File: src/rtl/uart_tx_fifo.sv
// uart_tx_fifo: UART transmitter fed by a write-port FIFO.
// Queued words are serialised LSB-first as start / data / [parity] / stop bits,
// with no idle gap between frames while the FIFO has data.
//
// Ports:
//   clk, reset   - system clock, asynchronous active-high reset
//   wr_en        - push request; dropped (wr_overflow pulse) when fifo_full
//   wr_data      - DATA_BITS word to push
//   fifo_full    - FIFO holds FIFO_DEPTH entries
//   fifo_level   - FIFO occupancy, 0..FIFO_DEPTH
//   wr_overflow  - one-cycle pulse after a dropped push
//   tx_line      - serial output, idles high
//   tx_busy      - high while a frame is on the line
//   tx_done      - one-cycle pulse in the first cycle after the last stop bit
//
// CLK_FREQ/BAUD_RATE must be >= 2; DATA_BITS 5..9; PARITY 0 none, 1 odd, 2 even;
// STOP_BITS 1 or 2; FIFO_DEPTH a power of two >= 2.
module uart_tx_fifo #(
    parameter int CLK_FREQ   = 50000000,
    parameter int BAUD_RATE  = 9600,
    parameter int DATA_BITS  = 8,
    parameter int PARITY     = 0,
    parameter int STOP_BITS  = 1,
    parameter int FIFO_DEPTH = 16
) (
    input  logic                        clk,
    input  logic                        reset,
    input  logic                        wr_en,
    input  logic [DATA_BITS-1:0]        wr_data,
    output logic                        fifo_full,
    output logic [$clog2(FIFO_DEPTH):0] fifo_level,
    output logic                        wr_overflow,
    output logic                        tx_line,
    output logic                        tx_busy,
    output logic                        tx_done
);
    localparam int              CPB      = CLK_FREQ / BAUD_RATE;
    localparam int              AW       = $clog2(FIFO_DEPTH);
    localparam logic [15:0]     CPB_M1   = 16'(CPB - 1);
    localparam logic [3:0]      DB_M1    = 4'(DATA_BITS - 1);
    localparam logic [3:0]      SB_M1    = 4'(STOP_BITS - 1);
    localparam logic [AW:0]     LVL_FULL = (AW + 1)'(FIFO_DEPTH);
    localparam logic [AW:0]     LVL_ONE  = (AW + 1)'(1);
    localparam logic [AW-1:0]   PTR_ONE  = AW'(1);

    // ---------------- FIFO ----------------
    logic [DATA_BITS-1:0] mem [FIFO_DEPTH];
    logic [AW-1:0]        wr_ptr, rd_ptr;
    logic [AW:0]          count;
    logic                 push, pop, empty;
    logic [DATA_BITS-1:0] head;

    assign fifo_full  = (count == LVL_FULL);
    assign fifo_level = count;
    assign empty      = (count == '0);
    // Acceptance looks only at the registered level, so a same-edge pop
    // never frees a slot for this push.
    assign push       = wr_en & ~fifo_full;
    assign head       = mem[rd_ptr];

    always_ff @(posedge clk) begin
        if (push) mem[wr_ptr] <= wr_data;
    end

    always_ff @(posedge clk or posedge reset) begin
        if (reset) begin
            wr_ptr      <= '0;
            rd_ptr      <= '0;
            count       <= '0;
            wr_overflow <= 1'b0;
        end else begin
            if (push) wr_ptr <= wr_ptr + PTR_ONE;
            if (pop)  rd_ptr <= rd_ptr + PTR_ONE;
            case ({push, pop})
                2'b10:   count <= count + LVL_ONE;
                2'b01:   count <= count - LVL_ONE;
                default: count <= count;
            endcase
            wr_overflow <= wr_en & fifo_full;
        end
    end

    // ---------------- transmitter FSM ----------------
    typedef enum logic [2:0] {IDLE, START, DATA, PAR, STOP} state_t;

    typedef struct packed {
        state_t               st;
        logic [15:0]          baud;  // cycle within the current line bit
        logic [3:0]           bits;  // data bit / stop bit index
        logic [DATA_BITS-1:0] sh;    // remaining data bits, next one at [0]
        logic                 par;   // parity bit captured at load time
        logic                 line;
        logic                 busy;
        logic                 done;
    } tx_t;

    localparam tx_t TX_RST = '{st: IDLE, baud: '0, bits: '0, sh: '0,
                               par: 1'b0, line: 1'b1, busy: 1'b0, done: 1'b0};

    tx_t  r, n;
    logic baud_end, load;

    always_ff @(posedge clk or posedge reset) begin
        if (reset) r <= TX_RST;
        else       r <= n;
    end

    always_comb begin
        n        = r;
        n.done   = 1'b0;
        load     = 1'b0;
        baud_end = (r.baud == CPB_M1);
        if (r.st != IDLE) n.baud = baud_end ? 16'd0 : r.baud + 16'd1;

        case (r.st)
            IDLE: load = ~empty;
            START: if (baud_end) begin
                n.st   = DATA;
                n.bits = 4'd0;
                n.line = r.sh[0];
                n.sh   = r.sh >> 1;
            end
            DATA: if (baud_end) begin
                if (r.bits == DB_M1) begin
                    n.bits = 4'd0;
                    if (PARITY != 0) begin
                        n.st   = PAR;
                        n.line = r.par;
                    end else begin
                        n.st   = STOP;
                        n.line = 1'b1;
                    end
                end else begin
                    n.bits = r.bits + 4'd1;
                    n.line = r.sh[0];
                    n.sh   = r.sh >> 1;
                end
            end
            PAR: if (baud_end) begin
                n.st   = STOP;
                n.bits = 4'd0;
                n.line = 1'b1;
            end
            STOP: if (baud_end) begin
                if (r.bits == SB_M1) begin
                    n.done = 1'b1;
                    // Chain straight into the next start bit when data is queued.
                    if (!empty) begin
                        load = 1'b1;
                    end else begin
                        n.st   = IDLE;
                        n.line = 1'b1;
                        n.busy = 1'b0;
                    end
                end else begin
                    n.bits = r.bits + 4'd1;
                end
            end
            default: n.st = IDLE;
        endcase

        // Pop the head word and start a frame; parity is taken from the whole word.
        if (load) begin
            n.st   = START;
            n.baud = 16'd0;
            n.bits = 4'd0;
            n.sh   = head;
            n.par  = (PARITY == 1) ? ~(^head) : (^head);
            n.line = 1'b0;
            n.busy = 1'b1;
        end
    end

    assign pop     = load;
    assign tx_line = r.line;
    assign tx_busy = r.busy;
    assign tx_done = r.done;

endmodule

File: config.mk
export PLATFORM = sky130hd
export DESIGN_NAME = uart_tx_fifo
export DESIGN_NICKNAME = d
export VERILOG_FILES = /design/src/rtl/uart_tx_fifo.sv
export SDC_FILE = /design/constraint.sdc
export NUM_CORES = 1
export LEC_CHECK = 0
export ABC_AREA = 1
export CAP_MARGIN = 20
export CORE_MARGIN = 4
export CORE_UTILIZATION = 66
export CTS_CLUSTER_SIZE = 12
export DETAILED_ROUTE_END_ITERATION = 8
export PLACE_DENSITY = 0.84
export RECOVER_POWER = 50
export SLEW_MARGIN = 20
export SYNTH_ARGS = -nofsm -noshare
export SYNTH_HDL_FRONTEND = slang
export SYNTH_SLANG_ARGS = --single-unit
export TNS_END_PERCENT = 1
File: constraint.sdc
create_clock -name clk -period 5.4 [get_ports clk]
set_clock_uncertainty 0.05 [all_clocks]
set_input_delay 0.81 -clock clk [delete_from_list [all_inputs] [get_ports clk]]
set_output_delay 0.81 -clock clk [all_outputs]
set_load 0.02 [all_outputs]
**Word-level counts from Yosys, hierarchy flattened**

Memories as Yosys holds them, arrays and structs flattened.
Index checks and enable logic that the tools add are counted.

- Add/sub/neg operators: 6
- Equal/unequal tests: 19
- Multiplexer cells: 36
- Bitwise operators: 4
- Reduce and logical (&&, ||, !) cells: 18

Operator list:

| cell | number |
|---|---|
| 34-bit 2-to-1 mux | 1 |
| 16-bit 2-to-1 mux | 2 |
| 3-bit 2-to-1 mux | 9 |
| 3-bit != test, second input constant | 9 |
| 12-bit 2-to-1 mux | 2 |
| 16-bit by 1-bit adder with 16-bit output, second input constant | 1 |
| 16-bit by 13-bit == test with 1-bit output, second input constant | 1 |
| 4-bit 2-to-1 mux | 4 |
| 4-bit case mux with 4 select lines | 1 |
| 8-bit case mux with 2 select lines | 1 |
| 3-bit case mux with 5 select lines | 1 |
| 4-bit by 1-bit adder with 4-bit output, second input constant | 3 |
| 2-bit nonzero test | 6 |
| 5-bit case mux with 2 select lines | 1 |
| 1-bit 2-to-1 mux | 9 |
| 8-bit 2-to-1 mux | 1 |
| 4-bit AND reduction | 2 |
| 8-bit AND reduction | 1 |
| 8-bit parity | 1 |
| 7-bit AND reduction | 1 |
| 3-bit by 2-bit == test with 1-bit output, second input constant | 2 |
| 6-bit AND reduction | 1 |
| 3-bit nonzero test | 2 |
| 5-bit by 1-bit adder with 5-bit output, second input constant | 1 |
| other kinds (17) | 20 |

- Register bits after elaboration: 49
- RAM bits: 128
- Input bits: 11
- Output and inout port bits: 10
- Word-level logic and storage cells: 96
- Memories: 1

Memory list:

| name | words | width | read ports | clocked after memory_dff | wr ports | line | source |
|---|---|---|---|---|---|---|---|
| mem | 16 | 8 | 1 | 0 | 1 | 47 | `logic [DATA_BITS-1:0] mem [FIFO_DEPTH];` |

**Depth between registers and ports, before layout**

Gate-level depths: netlist of the first run.

- Depth after elaboration: 7
- Depth in mapped cells: 20
- Gate-level depth less buffers: 19

**Worst setup path after synthesis of the first run**

Ideal clock, no wire load.

- Path type: register to register
- Start point: register count[1] (netlist: fifo_level[1])
- End point: register count[4] (netlist: fifo_level[4])
- Setup time: 127 ps
- Arrival: 2,437 ps
- Required time: 5,223 ps
- Setup slack: 2,785 ps
- Stages on the path, launching flop included: 17
- Path buffers: 0
- Period minus slack after synthesis: 2,615 ps
- Cell sequence: dfrtp_1 nor2_2 nand2_1 nor2_1 inv_1 nand2_2 ha_1 xor2_1 ha_1 inv_1 nand2_1 nand2_1 nand2_1 a21oi_1 xor2_1 nand2_1 o21ai_0

- Elaborated cells on any way between the ends: 15
- Those cells by class: add/sub (2); eq/ne (3); mux (5); bitwise (3); reduce/logical (2)

RTL lines:

| what | line | source |
|---|---|---|
| start, declared | 49 | `logic [AW:0] count;` |
| start signal, assigned | 75 | `2'b10: count <= count + LVL_ONE;` |
| start signal, assigned | 76 | `2'b01: count <= count - LVL_ONE;` |
| start signal, assigned | 77 | `default: count <= count;` |
| 5-bit == test * | 53 | `assign fifo_full = (count == LVL_FULL);` |
| via fifo_full | 30 | `output logic fifo_full,` |
| 1-bit NOT * | 58 | `assign push = wr_en & ~fifo_full;` |
| 1-bit bitwise AND * | 58 |  |
| 2-bit by 1-bit == test with 1-bit output or 2-bit == test (tied branches) | 74 | `case ({push, pop})` |
| 5-bit case mux with 2 select lines or 2-bit nonzero test (tied branches) | - |  |

Mark *: on every way through the listed nets, which the timed path passes. The rest lies on a longest branch.
A chain may end at the register's enable or synchronous reset.

**Worst setup path in the final report of the first run**

- Start point: register r[16] (netlist bit)
- End point: register count[4] (netlist: fifo_level[4])

- Longest elaborated chain between the ends: 5
- Elaborated cells on any way between the ends: 7
- Those cells by class: eq/ne (3); mux (3); reduce/logical (1)

RTL lines:

| what | line | source |
|---|---|---|
| start, declared | 100 | `tx_t r, n;` |
| start signal, assigned | 105 | `else r <= n;` |
| 16-bit by 13-bit == test with 1-bit output * | 112 | `baud_end = (r.baud == CPB_M1);` |
| 1-bit 2-to-1 mux * | 144 | `STOP: if (baud_end) begin` |
| 1-bit case mux with 2 select lines * | 115 | `case (r.st)` |
| 2-bit by 1-bit == test with 1-bit output or 2-bit == test (tied branches) | 74 |  |
| 5-bit case mux with 2 select lines or 2-bit nonzero test (tied branches) | - |  |

Every way passes the cells marked *; elsewhere a longest branch is shown, timed or not.

==> results of run 1 <==
stage by stage:
stage	hold WS [ns]	total power, mW
3_3_place_gp	0.405	2.04
4_1_cts	0.423	3.22
3_5_place_dp	0.412	2.06
5_1_grt	0.447	3.34
2_1_floorplan	0.400	1.90
6_report	0.422	3.22
layout make-up:
type / count / area share
Tap cell: 168 / 0.0234
Timing Repair Buffer: 22 / 0.0239
Clock inverter: 14 / 0.0145
Sequential cell: 176 / 0.561
Clock buffer: 18 / 0.0477
Multi-Input combinational cell: 542 / 0.300
Inverter: 69 / 0.0292
final timing paths:
path	end	startpoint	cells past startpoint	slack [ns]
min in group asynchronous	r[28]$_DFFE_PP0P_	reset	2	1.34
worst min register to register	tx_line$_DFFE_PP1P_	tx_line$_DFFE_PP1P_	2	0.42
worst max register to register	fifo_level[4]$_DFFE_PP0P_	r[16]$_DFFE_PP0P_	18	2.42
worst min-delay path	tx_line$_DFFE_PP1P_	tx_line$_DFFE_PP1P_	2	0.42
max in group asynchronous	rd_ptr[0]$_DFFE_PP0N_	reset	2	2.87
worst max-delay path	fifo_level[4]$_DFFE_PP0P_	r[16]$_DFFE_PP0P_	18	2.42
worst reg2reg max path: cells and delay by family, from the launching register on:
| kind | cells | cell delay [ns] |
|---|---|---|
| AOI/OAI and AO/OA | 2 | 0.17 |
| xor gates and xnor gates | 2 | 0.44 |
| adders and majority gates | 3 | 0.75 |
| buffers and inverters | 2 | 0.11 |
| DFF | 1 | 0.39 |
| and+or+nand+nor | 9 | 0.97 |
cells in the mapped netlist, types with 2 or more instances:
library cell / instances / area (um^2)
sky130_fd_sc_hd__a21oi_1: 13 / 65.1
sky130_fd_sc_hd__a22oi_1: 4 / 30.0
sky130_fd_sc_hd__a31oi_1: 5 / 31.3
sky130_fd_sc_hd__buf_2: 12 / 60.1
sky130_fd_sc_hd__buf_4: 3 / 22.5
sky130_fd_sc_hd__buf_6: 2 / 22.5
sky130_fd_sc_hd__clkbuf_1: 10 / 37.5
sky130_fd_sc_hd__clkinv_1: 2 / 7.51
sky130_fd_sc_hd__dfrtp_1: 47 / 1180
sky130_fd_sc_hd__edfxtp_1: 128 / 3840
sky130_fd_sc_hd__ha_1: 12 / 150
sky130_fd_sc_hd__inv_1: 55 / 206
sky130_fd_sc_hd__inv_2: 11 / 41.3
sky130_fd_sc_hd__nand2_1: 186 / 698
sky130_fd_sc_hd__nand2_2: 8 / 50.1
sky130_fd_sc_hd__nand2_4: 3 / 33.8
sky130_fd_sc_hd__nand3_1: 59 / 295
sky130_fd_sc_hd__nand3_4: 2 / 35.0
sky130_fd_sc_hd__nand4_1: 16 / 100
sky130_fd_sc_hd__nor2_1: 110 / 413
sky130_fd_sc_hd__nor2_2: 7 / 43.8
sky130_fd_sc_hd__nor2_4: 4 / 45.0
sky130_fd_sc_hd__nor3_1: 8 / 40.0
sky130_fd_sc_hd__nor3_2: 3 / 30.0
sky130_fd_sc_hd__nor3b_2: 2 / 25.0
sky130_fd_sc_hd__o211ai_1: 10 / 75.1
sky130_fd_sc_hd__o21ai_0: 63 / 315
sky130_fd_sc_hd__o21ai_1: 2 / 10.0
sky130_fd_sc_hd__o22ai_1: 2 / 12.5
sky130_fd_sc_hd__xnor2_1: 2 / 17.5
sky130_fd_sc_hd__xor2_1: 14 / 123
cells by family (layout without fill, tap and decap cells):
family	after synthesis	count (layout)	share of synthesized area
compound gates	101	101	0.0697
simple gates	413	413	0.228
flops	176	176	0.618
xor+xnor	16	16	0.0172
buf+inv	96	123	0.0495
fa+ha+maj	12	12	0.0184
power by group:
group	switching [mW]	leakage (nW)	internal [mW]
Clock	0.527	0.271	0.642
Sequential	0.0679	1.76	1.59
Combinational	0.275	1.52	0.118
state kept, by name, indices dropped and copies added, names as in the netlist:
| name | count |
|---|---|
| mem | 128 |
| r | 31 |
| fifo_level | 5 |
| rd_ptr | 4 |
| wr_ptr | 4 |
| tx_busy | 1 |
| tx_done | 1 |
| tx_line | 1 |
| wr_overflow | 1 |
metal layers:
metal / vias up / part of all wire
met2: 306 / 0.51
met3: 51 / 0.085
met1: 2789 / 0.37
li1: 2776 / -
met5: - / 0
met4: 0 / 0.031
==> metrics.sh, run 1 <==
CTS_HOLD_BUFFERS=0
ROUTE.DETAILED.DRC=0
FINAL-MAX-SLEW-VIOLATION-COUNT=49
CELL_COUNT_AFTER_SYNTHESIS=814
FINALNONFILLERCELLS=1009
WL_CELL_UM=18.6
MULTI_INPUT_COMB_AREA_UM2=2700
NUM-NETS-FINAL=851
CRIT_PATH_TOP_DELAY_CELL='sky130_fd_sc_hd__dfrtp_1'
WORST_SKEW_PAIR.LATE_LATENCY_NS=0.43
WORST-SETUP-PATH-TYPE='flop to flop'
TIMING.FINAL.SETUP_VIOLATIONS=0
CTS_INSERTED_BUFFERS=17
MIN_PERIOD_OVER_PERIOD=0.552
PER_INSTANCE_AVERAGE_AREA_AFTER_SYNTHESIS_UM2=10.0
SLEW_HEADROOM=-0.433
DRIVE_GT1_FRAC=0.0927
DRT.ANTENNA.VIOLATING_NETS=0
CRITICAL_PATH.CELL_CHAIN='ha_1, inv_1, nor2_1, nand2_1, nor2_4, nand3_4, nand2_4, ha_1, xor2_1, ha_1, inv_1, nand2_1, nand2_1, nand2_1, a21oi_1, xor2_1, nand2_1, o21ai_0'
PLACED_CELLS_INCL_TAPS=977
WORST-PATH-BUF-INV=2
GR-USAGE-ALL-LAYERS=0.274
YOSYS_REGISTER_BITS=176
POWERDENSITY_nW_PER_UM2=357
SEQUENTIAL_CELL_AREA_UM2=5050
CP_SLOWEST_STAGE_DELAY_NS=0.39
CP_DATA_ARRIVAL_TIME_NS=3.24
MOST_COMMON_CELL_AFTER_LAYOUT_FILL_AND_TAPS_ASIDE='sky130_fd_sc_hd__nand2_1'
CLOCK_TREE.ROOT_CELL='sky130_fd_sc_hd__clkbuf_16'
DIE-AREA_UM2=14200
TIGHTESTPINTRANSITION_NS=2.14
TRITONCTS='yes'
SETUP-TNS-FINAL_NS=0
MAX_RAIL_DROP_VDD_mV=0.258
POST-CTS-SETUP-BUFFERS=0
SYN_NETS=837
CTS.HTREE.LEVELS=4
CLASS_OF_THE_TIGHTEST_HOLD_OR_REMOVAL_CHECK='flop to flop'
LAYOUT_COMMON_CELLS='187 x sky130_fd_sc_hd__nand2_1, 128 x sky130_fd_sc_hd__edfxtp_1, 111 x sky130_fd_sc_hd__nor2_1'
CRITICAL_PATH_PEAK_FANOUT=19
HOLD_VIOL=0
SYNTH_AREA_UM2=8170
P_LEAK_nW=3.55
CRITICAL_PATH.ENDPOINT_TYPE='flop'
FIRST_PASS_GRT_WIRE_LENGTH_UM=29900
IO-PIN-COUNT=21
REMAINING_OVERFLOW_GRT=0
FP.COREAREA_UM2=12100
DIE-HEIGHT_UM=119
FIRST_GLOBAL_VIAS=5809
MAX_FREQ_GHz=0.335
MOST_FREQUENT_CELL_ON_THE_CRITICAL_PATH='sky130_fd_sc_hd__nand2_1'
POSTSYNTH.ASYNCRESETSHARE=0.273
MET2_USAGE_GRT=0.468
DRV_CAP=1
NUMBER_OF_SYNTHESIZED_FLOPS_WITH_AN_ENABLE_PIN=128
UNREPAIRED_SETUP_ENDPOINTS_AFTER_GLOBAL_ROUTING='false'
CLKSLEWWORSTSETUPHOLDPATHS_NS=0.07
FINAL_DESIGN_AREA_NO_FILL_UM2=9000
VIOLATED_CHECKS='max-capacitance violations, max-slew violations'
DIODE_COUNT=0
DRT_PASS1_ITERATIONS=5
BUFFER_PORTS.INSERTED=20
DIE_WIDTH_UM=119
GLOBAL_ROUTE.USAGE.MET1=0.337
LARGEST_NET_DEGREE_AT_THE_START_OF_GLOBAL_ROUTING=72
CTS_MAX_PATH_BUFFERS=2
FLIP_FLOP_CELL_WITH_THE_HIGHEST_COUNT_AFTER_SYNTHESIS='sky130_fd_sc_hd__edfxtp_1'
VIASPERCELL=5.87
POST-ROUTE-MIN-PERIOD_NS=2.98
TOTAL_VIA_COUNT_IN_THE_ROUTED_DESIGN=5922
INITIAL_CORE_UTIL=0.677
YOSYS.CELL_TYPES.COUNT=40
RD_PLACE_CONGESTION=0.940
POST_CTS_RESIZED=0
RUN_STATUS='complete, but fails checks'
LAYOUT.FILLER_CELLS=776
DRT-TOTAL-WL_UM=18700
FINISH.UTILIZATION=0.746
CP_DATA_REQUIRED_TIME_NS=5.66
LAYOUT_SETUP_WS_NS=2.42
SYNTHESIS.YOSYS.WARNINGS=0
NUMCLOCKSINKS=176
STARTPOINT_TYPE='flop'
DETAILEDPLACE.WORSTSLACK_NS=2.48
DPL-INSTANCE-AREA_UM2=8450
STD_CELL_ROWS=40
NUMBER_OF_ANTENNA_VIOLATIONS_AT_THE_FIRST_CHECK_IN_GLOBAL_ROUTING=0
CRITPATHTOPFAMILY='simple AND/OR/NAND/NOR gates'
DETAIL_ROUTE.ITER0.VIOLATIONS=726
AREA_DELTA_SYNTH_FINAL_PCT=10.1
SEQ_AREA_FRAC_SYNTH=0.618
GRT_UTIL_MET3=0.0693
GLOBAL_ROUTE.PEAK_USAGE_LAYER='met2'
HPWLAFTERDP_UM=12100
No activity file was read; power rests on OpenSTA's default activity.
==> run 2: changes to the inputs <==
- CORE_UTILIZATION: 66 -> 56
- PLACE_DENSITY: 0.84 -> 0.76
- clock period: 5.4 -> 2.7 ns (I/O delays scaled with it)
==> run 2 against run 1 <==
The run now ends clean. Non-clock buffer count grew 26. Cell count is 3.8% higher. Clock power up 110%. Sequential share of layout area is 1.8 points lower. Die area grew 17%. Sequential power grew 100%. Routed wire length is 7.2% lower. Fmax increased by 20%. Core utilization decreased by 8.6 points. Flip-flop and latch count is the same. Total power grew 110%. First-iteration DRC count shrank 24%. Largest power group unchanged. Highest routed layer unchanged.
==> metrics.sh, run 2 (same netlist as run 1, synthesis figures left out) <==
RUN_STATUS='finished, final reports clean'
CTS_HOLD_BUFFERS=0  # unchanged
CRITPATHTOPFAMILY='simple AND/OR/NAND/NOR gates'
CLOCK_TREE.ROOT_CELL='sky130_fd_sc_hd__clkbuf_16'
CRITICAL_PATH.ENDPOINT_TYPE='flop'
FINAL-MAX-SLEW-VIOLATION-COUNT=0  # -100%
SEQUENTIAL_CELL_AREA_UM2=5050  # about the same
INTPOWER_mW=4.85  # +110%
DETAILEDPLACE.WORSTSLACK_NS=0.0554  # -2.43 ns
LARGEST_NET_DEGREE_AT_THE_START_OF_GLOBAL_ROUTING=52  # -28%
VIASPERCELL=5.64  # -4.0%
BUFFER_PORTS.INSERTED=20  # unchanged
CRITICAL_PATH.CELL_CHAIN='ha_2, inv_1, nor2_1, nand2_1, nor2_4, nand3_4, nand2_4, ha_4, xor2_2, ha_1, inv_1, nand2_1, nand2_1, nand2_1, a21oi_2, xor2_1, nand2_1, o21ai_0'
CRIT_END='fifo_level[4]$_DFFE_PP0P_'
WORST-R2R-CELL-COUNT=18  # unchanged
MIN_PERIOD_OVER_PERIOD=0.923  # +0.370
MOST_FREQUENT_CELL_ON_THE_CRITICAL_PATH='sky130_fd_sc_hd__nand2_1'
P_LEAK_nW=3.71  # +4.5%
NUMCLOCKSINKS=176  # unchanged
DIE_WIDTH_UM=129  # +8.0%
ROUTE.DETAILED.DRC=0  # unchanged
WORST-PATH-BUF-INV=2  # unchanged
CLKSLEWWORSTSETUPHOLDPATHS_NS=0.07  # about the same
CRITICAL_PATH_PEAK_FANOUT=4  # -15
DRV_CAP=0  # -1
POWER.SWITCHING_FRACTION=0.265  # -0.00586
GR-USAGE-ALL-LAYERS=0.224  # -0.0508
WORST-SETUP-PATH-TYPE='flop to flop'
RRSETUPSLACK_NS=0.21  # -2.21 ns
POWER_SWITCHING_mW=1.75  # +100%
CTS_INSERTED_BUFFERS=17  # unchanged
WL_CELL_UM=16.6  # -11%
TIGHTESTPINTRANSITION_NS=1.30  # -0.840 ns
DRT.ANTENNA.VIOLATING_NETS=0  # unchanged
PWR-SHARE-COMB=0.123  # about the same
LAYOUT_SETUP_WS_NS=0.209  # -2.21 ns
LAUNCHING_POINT_OF_THE_WORST_REG2REG_PATH='r[16]$_DFFE_PP0P_'
FIRST_GLOBAL_VIAS=5858  # +0.84%
CP_SLOWEST_STAGE_DELAY_NS=0.39  # about the same
DRT_PASS1_ITERATIONS=5  # unchanged
IO-PIN-COUNT=21  # unchanged
REG_WITH_MOST_FFS='mem'
DETAIL_ROUTE.ITER0.VIOLATIONS=554  # -24%
CRIT_PATH_TOP_DELAY_CELL='sky130_fd_sc_hd__dfrtp_1'
LARGEST_REGISTER_FFS=128  # unchanged
FIRST_PASS_GRT_WIRE_LENGTH_UM=28700  # -4.0%
WORST_SKEW_PAIR.LATE_LATENCY_NS=0.43  # about the same
R2R_END='fifo_level[4]$_DFFE_PP0P_'
CP_DATA_REQUIRED_TIME_NS=2.96  # -2.70 ns
AREA_DELTA_SYNTH_FINAL_PCT=13.8
CP_DATA_ARRIVAL_TIME_NS=2.75  # -0.49 ns
DIE-AREA_UM2=16600  # +17%
TOTAL_VIA_COUNT_IN_THE_ROUTED_DESIGN=5902  # -0.34%
DIODE_COUNT=0  # unchanged
MOST_COMMON_CELL_AFTER_LAYOUT_FILL_AND_TAPS_ASIDE='sky130_fd_sc_hd__nand2_1'
FINALNONFILLERCELLS=1047  # +3.8%
STARTPOINT_TYPE='flop'
DRIVE_GT1_FRAC=0.127  # +0.0341
P_CLK_FRAC=0.377  # +0.013
NUMBER_OF_ANTENNA_VIOLATIONS_AT_THE_FIRST_CHECK_IN_GLOBAL_ROUTING=0  # unchanged
LAYOUT_COMMON_CELLS='186 x sky130_fd_sc_hd__nand2_1, 128 x sky130_fd_sc_hd__edfxtp_1, 109 x sky130_fd_sc_hd__nor2_1'
CTS_MAX_PATH_BUFFERS=2  # unchanged
NUM-NETS-FINAL=877  # +3.1%
MULTI_INPUT_COMB_AREA_UM2=2750  # +1.9%
POWERDENSITY_nW_PER_UM2=710  # +99%
CRITICAL_PATH_DEPTH=18  # unchanged
TRITONCTS='yes'
HOLD_VIOL=0  # unchanged
DRT-TOTAL-WL_UM=17400  # -7.2%
DIE-HEIGHT_UM=129  # +8.0%
SLEW_HEADROOM=0.135  # +0.567
PLACED_CELLS_INCL_TAPS=1013  # +3.7%
REMAINING_OVERFLOW_GRT=0  # unchanged
TIMING.FINAL.SETUP_VIOLATIONS=0  # unchanged
POST-ROUTE-MIN-PERIOD_NS=2.49  # -0.491 ns
RD_PLACE_CONGESTION=0.873  # -7.2%
CRIT_PATH_START='r[16]$_DFFE_PP0P_'
CTS.HTREE.LEVELS=4  # unchanged
STD_CELL_ROWS=43  # +7.5%
MAX_RAIL_DROP_VDD_mV=0.492  # +91%
POWER.SHARE.SEQUENTIAL=0.500  # -0.014
TIMING.HOLD.WS_NS=0.431  # +0.00890 ns
HPWLAFTERDP_UM=11800  # -2.6%
MAX_FREQ_GHz=0.401  # +20%
INITIAL_CORE_UTIL=0.580  # -0.0978
LAYOUT.FILLER_CELLS=1036  # +34%
CLASS_OF_THE_TIGHTEST_HOLD_OR_REMOVAL_CHECK='flop to flop'
FP.COREAREA_UM2=14100  # +17%
SETUP-TNS-FINAL_NS=0  # unchanged
run 2: cell count changes in the layout (fill, tap and decap cells not counted), moves of 2 or more:
cell | before | now
sky130_fd_sc_hd__clkbuf_1 | 1 | 3
sky130_fd_sc_hd__nor2_1 | 111 | 109
sky130_fd_sc_hd__ha_1 | 12 | 10
sky130_fd_sc_hd__clkinv_2 | 4 | 1
sky130_fd_sc_hd__clkinvlp_4 | 3 | 1
sky130_fd_sc_hd__buf_4 | 2 | 26
sky130_fd_sc_hd__clkinv_4 | 0 | 2
run 2: tightest hold or removal path, cell delays in order, from the launching register on:
cell	delay, ns
sky130_fd_sc_hd__dfstp_2	0.38
sky130_fd_sc_hd__nand2_1	0.06
sky130_fd_sc_hd__nand2_1	0.05
run 2: layout make-up:
class | count | area share
clock buffer | 18 | 0.0462
clock inverter | 14 | 0.0188
inverter | 69 | 0.0281
multi-input combinational | 542 | 0.296
sequential | 176 | 0.543
tap | 180 | 0.0242
timing repair buffer | 48 | 0.0433
run 2: layer usage:
metal	routed length [um]	part of all wire	global-route usage	vias up
met1	7280	0.42	0.286	2834
met4	298	0.017	0.0834	0
met3	1030	0.059	0.0498	30
li1	-	-	-	2828
met2	8760	0.50	0.375	210
met5	0	0	0	-
run 2: stage by stage:
| step | total power, mW | cell area (um^2) | utilization |
|---|---|---|---|
| floorplan | 3.81 | 8170 | - |
| global placement | 4.11 | 8650 | 0.614 |
| detailed placement | 4.15 | 8650 | 0.614 |
| CTS | 6.61 | 9250 | 0.656 |
| global route | 6.88 | 9300 | 0.660 |
| finish | 6.60 | 9300 | 0.660 |
run 2: power groups by stage:
stage               registers (mW)  logic [mW]  clock network, mW
floorplan                     3.36       0.446                  0
global placement              3.33       0.783                  0
detailed placement            3.34       0.809                  0
CTS                           3.29       0.813               2.51
global route                  3.32       0.897               2.67
finish                        3.30       0.812               2.49
run 2: worst min path at each step:
stage | startpoint | to | slack [ns] | depth (start not counted)
4_1_cts | reset | fifo_level[4]$_DFFE_PP0P_ | 0.37 | 2
3_5_place_dp | tx_line$_DFFE_PP1P_ | tx_line$_DFFE_PP1P_ | 0.42 | 2
3_3_place_gp | tx_line$_DFFE_PP1P_ | tx_line$_DFFE_PP1P_ | 0.42 | 2
6_report | tx_line$_DFFE_PP1P_ | tx_line$_DFFE_PP1P_ | 0.43 | 2
5_1_grt | tx_line$_DFFE_PP1P_ | tx_line$_DFFE_PP1P_ | 0.44 | 2
2_1_floorplan | r[11]$_DFFE_PP0P_ | r[11]$_DFFE_PP0P_ | 0.40 | 2
run 2: what timing repair did:
action,4_1_cts,5_1_grt
endpoints found under the setup margin,0,1
resized for setup,0,8
setup buffers,0,2
==> run 3: changes to the inputs <==
- CELL_PAD_IN_SITES_DETAIL_PLACEMENT: unset -> 1
- CELL_PAD_IN_SITES_GLOBAL_PLACEMENT: unset -> 1
- CORE_UTILIZATION: 56 -> 44
- PLACE_DENSITY: 0.76 -> unset
- PLACE_DENSITY_LB_ADDON: unset -> 0.1
==> run 3 against run 2 <==
Count of clock-buffer cells in the layout fell by 1. Clock power about the same. Core utilization decreased by 14 points. Setup slack worse by 0.012 ns. Critical endpoint unchanged. Largest cell class unchanged. Largest power group unchanged.
==> metrics.sh, run 3 (same netlist as run 1, synthesis figures left out) <==
CTS.HTREE.LEVELS=4  # unchanged
TOTAL_VIA_COUNT_IN_THE_ROUTED_DESIGN=5965  # +1.1%
LAYOUT.FILLER_CELLS=2000  # +93%
SLEW_HEADROOM=0.123  # -0.0113
CRITICAL_PATH.ENDPOINT_TYPE='flop'
NUMCLOCKSINKS=176  # unchanged
CLKSLEWWORSTSETUPHOLDPATHS_NS=0.08  # about the same
POWER.SHARE.SEQUENTIAL=0.500  # about the same
INITIAL_CORE_UTIL=0.452  # -0.128
MIN_PERIOD_OVER_PERIOD=0.927  # +0.00462
DESIGN_POWER_TOTAL_mW=6.60  # about the same
CLOCK_TREE.ROOT_CELL='sky130_fd_sc_hd__clkbuf_16'
LARGEST_NET_DEGREE_AT_THE_START_OF_GLOBAL_ROUTING=71  # +37%
POST-ROUTE-MIN-PERIOD_NS=2.50  # +0.0125 ns
MOST_COMMON_CELL_AFTER_LAYOUT_FILL_AND_TAPS_ASIDE='sky130_fd_sc_hd__nand2_1'
STD_CELL_ROWS=49  # +14%
FINALNONFILLERCELLS=1097  # +4.8%
HOLD_VIOL=0  # unchanged
DIODE_COUNT=0  # unchanged
WL_CELL_UM=19.0  # +15%
TRITONCTS='yes'
STARTPOINT_TYPE='flop'
CP_DATA_ARRIVAL_TIME_NS=2.80  # +0.05 ns
RUN_STATUS='finished, final reports clean'
NUM-NETS-FINAL=878  # +0.11%
MAX_RAIL_DROP_VDD_mV=0.478  # -2.9%
PWR-SHARE-COMB=0.127  # +0.004
DRIVE_GT1_FRAC=0.129  # +0.00216
P_CLK_FRAC=0.374  # -0.003
LAYOUT_COMMON_CELLS='186 x sky130_fd_sc_hd__nand2_1, 128 x sky130_fd_sc_hd__edfxtp_1, 109 x sky130_fd_sc_hd__nor2_1'
INTPOWER_mW=4.70  # -3.0%
WORST_SKEW_PAIR.LATE_LATENCY_NS=0.43  # about the same
FIRST_GLOBAL_VIAS=6330  # +8.1%
DRT-TOTAL-WL_UM=20800  # +20%
IO-PIN-COUNT=21  # unchanged
SEQUENTIAL_CELL_AREA_UM2=5050  # unchanged
FINAL-MAX-SLEW-VIOLATION-COUNT=0  # unchanged
SETUP-TNS-FINAL_NS=0  # unchanged
PLACED_CELLS_INCL_TAPS=1062  # +4.8%
AREA_DELTA_SYNTH_FINAL_PCT=14.8
ROUTE.DETAILED.DRC=0  # unchanged
DIE_WIDTH_UM=144  # +12%
REMAINING_OVERFLOW_GRT=0  # unchanged
GR-USAGE-ALL-LAYERS=0.212  # -0.0115
CP_DATA_REQUIRED_TIME_NS=3.00  # +0.04 ns
DIE-HEIGHT_UM=144  # +12%
FP.COREAREA_UM2=18100  # +28%
DRT_PASS1_ITERATIONS=5  # unchanged
FINAL_DESIGN_AREA_NO_FILL_UM2=9380  # +0.89%
WORST-SETUP-PATH-TYPE='flop to flop'
DETAILEDPLACE.WORSTSLACK_NS=0.0406  # -0.0148 ns
BUFFER_PORTS.INSERTED=20  # unchanged
CLASS_OF_THE_TIGHTEST_HOLD_OR_REMOVAL_CHECK='flop to flop'
CTS_MAX_PATH_BUFFERS=2  # unchanged
FIRST_PASS_GRT_WIRE_LENGTH_UM=33700  # +17%
POWER.SWITCHING_FRACTION=0.287  # +0.0220
DIE-AREA_UM2=20800  # +25%
LAYOUT_SETUP_WS_NS=0.197  # -0.0125 ns
NUMBER_OF_ANTENNA_VIOLATIONS_AT_THE_FIRST_CHECK_IN_GLOBAL_ROUTING=0  # unchanged
DETAIL_ROUTE.ITER0.VIOLATIONS=321  # -42%
TIGHTESTPINTRANSITION_NS=1.32  # +0.0184 ns
RD_PLACE_CONGESTION=0.835  # -4.4%
MULTI_INPUT_COMB_AREA_UM2=2730  # -0.82%
CRITICAL_PATH_PEAK_FANOUT=6  # +2
DPL-INSTANCE-AREA_UM2=8750  # +1.1%
CTS_INSERTED_BUFFERS=17  # unchanged
HPWLAFTERDP_UM=14400  # +22%
TIMING.FINAL.SETUP_VIOLATIONS=0  # unchanged
POWER_SWITCHING_mW=1.89  # +8.3%
CTS_HOLD_BUFFERS=0  # unchanged
LARGEST_REGISTER_FFS=128  # unchanged
VIASPERCELL=5.44  # -3.5%
MAX_FREQ_GHz=0.399  # -0.50%
REG_WITH_MOST_FFS='mem'
DRV_CAP=0  # unchanged
P_LEAK_nW=3.73  # +0.39%
POWERDENSITY_nW_PER_UM2=703  # -0.91%
DRT.ANTENNA.VIOLATING_NETS=0  # unchanged
-- run 3: worst paths after layout --
| check | startpoint | to | slack (ns) | cells after the start |
|---|---|---|---|---|
| setup / recovery | fifo_level[1]$_DFFE_PP0P_ | fifo_level[4]$_DFFE_PP0P_ | 0.20 | 17 |
| hold / removal | tx_line$_DFFE_PP1P_ | tx_line$_DFFE_PP1P_ | 0.43 | 2 |
| setup reg to reg | fifo_level[1]$_DFFE_PP0P_ | fifo_level[4]$_DFFE_PP0P_ | 0.20 | 17 |
| hold reg to reg | tx_line$_DFFE_PP1P_ | tx_line$_DFFE_PP1P_ | 0.43 | 2 |
| max in group asynchronous | reset | rd_ptr[0]$_DFFE_PP0N_ | 0.90 | 3 |
| min in group asynchronous | reset | fifo_level[0]$_DFFE_PP0P_ | 0.81 | 3 |
-- run 3: what timing repair did --
action                                  CTS  global route
hold endpoints to repair                  0             0
gates resized for setup                   0             7
endpoints found under the setup margin    0             1
setup buffers                             0             3
-- run 3: final cells by class --
class | count | area share
clock inverters | 15 | 0.0193
well taps | 229 | 0.0305
repair buffers | 49 | 0.0474
clock buffers | 17 | 0.0454
multi-input cells | 542 | 0.291
inverters | 69 | 0.0279
flip-flops and latches | 176 | 0.538
-- run 3: layer usage --
metal,vias to the layer above,global-route usage,wire length (um)
met5,-,0,0
met4,0,0.0574,322
met3,22,0.0489,884
met2,109,0.366,10600
met1,2997,0.270,9040
li1,2837,-,-
-- run 3: through the flow --
stage               utilization  hold WS [ns]
finish                    0.519         0.429
global route              0.519         0.468
CTS                       0.517         0.291
detailed placement        0.484         0.418
global placement          0.484         0.407
floorplan                     -         0.400
-- run 3: power by group through the flow --
| stage | Sequential (mW) | Clock, mW | Combinational [mW] |
|---|---|---|---|
| finish | 3.29 | 2.46 | 0.836 |
| global route | 3.32 | 2.65 | 0.924 |
| CTS | 3.29 | 2.54 | 0.850 |
| detailed placement | 3.35 | 0 | 0.843 |
| global placement | 3.33 | 0 | 0.811 |
| floorplan | 3.36 | 0 | 0.446 |
-- run 3: worst max-delay path, cell delays in order (launching register included) --
cell                      delay [ns]
sky130_fd_sc_hd__dfrtp_2        0.47
sky130_fd_sc_hd__nor2_2         0.19
sky130_fd_sc_hd__nand3_4        0.15
sky130_fd_sc_hd__nand2_1        0.12
sky130_fd_sc_hd__inv_2          0.05
sky130_fd_sc_hd__nand3_4        0.10
sky130_fd_sc_hd__nand2_4        0.07
sky130_fd_sc_hd__ha_4           0.18
sky130_fd_sc_hd__xor2_2         0.15
sky130_fd_sc_hd__ha_1           0.18
sky130_fd_sc_hd__inv_1          0.05
sky130_fd_sc_hd__nand2_1        0.07
sky130_fd_sc_hd__nand2_1        0.09
sky130_fd_sc_hd__nand2_1        0.06
sky130_fd_sc_hd__a21oi_1        0.15
sky130_fd_sc_hd__xor2_1         0.16
sky130_fd_sc_hd__nand2_1        0.06
sky130_fd_sc_hd__o21ai_0        0.07
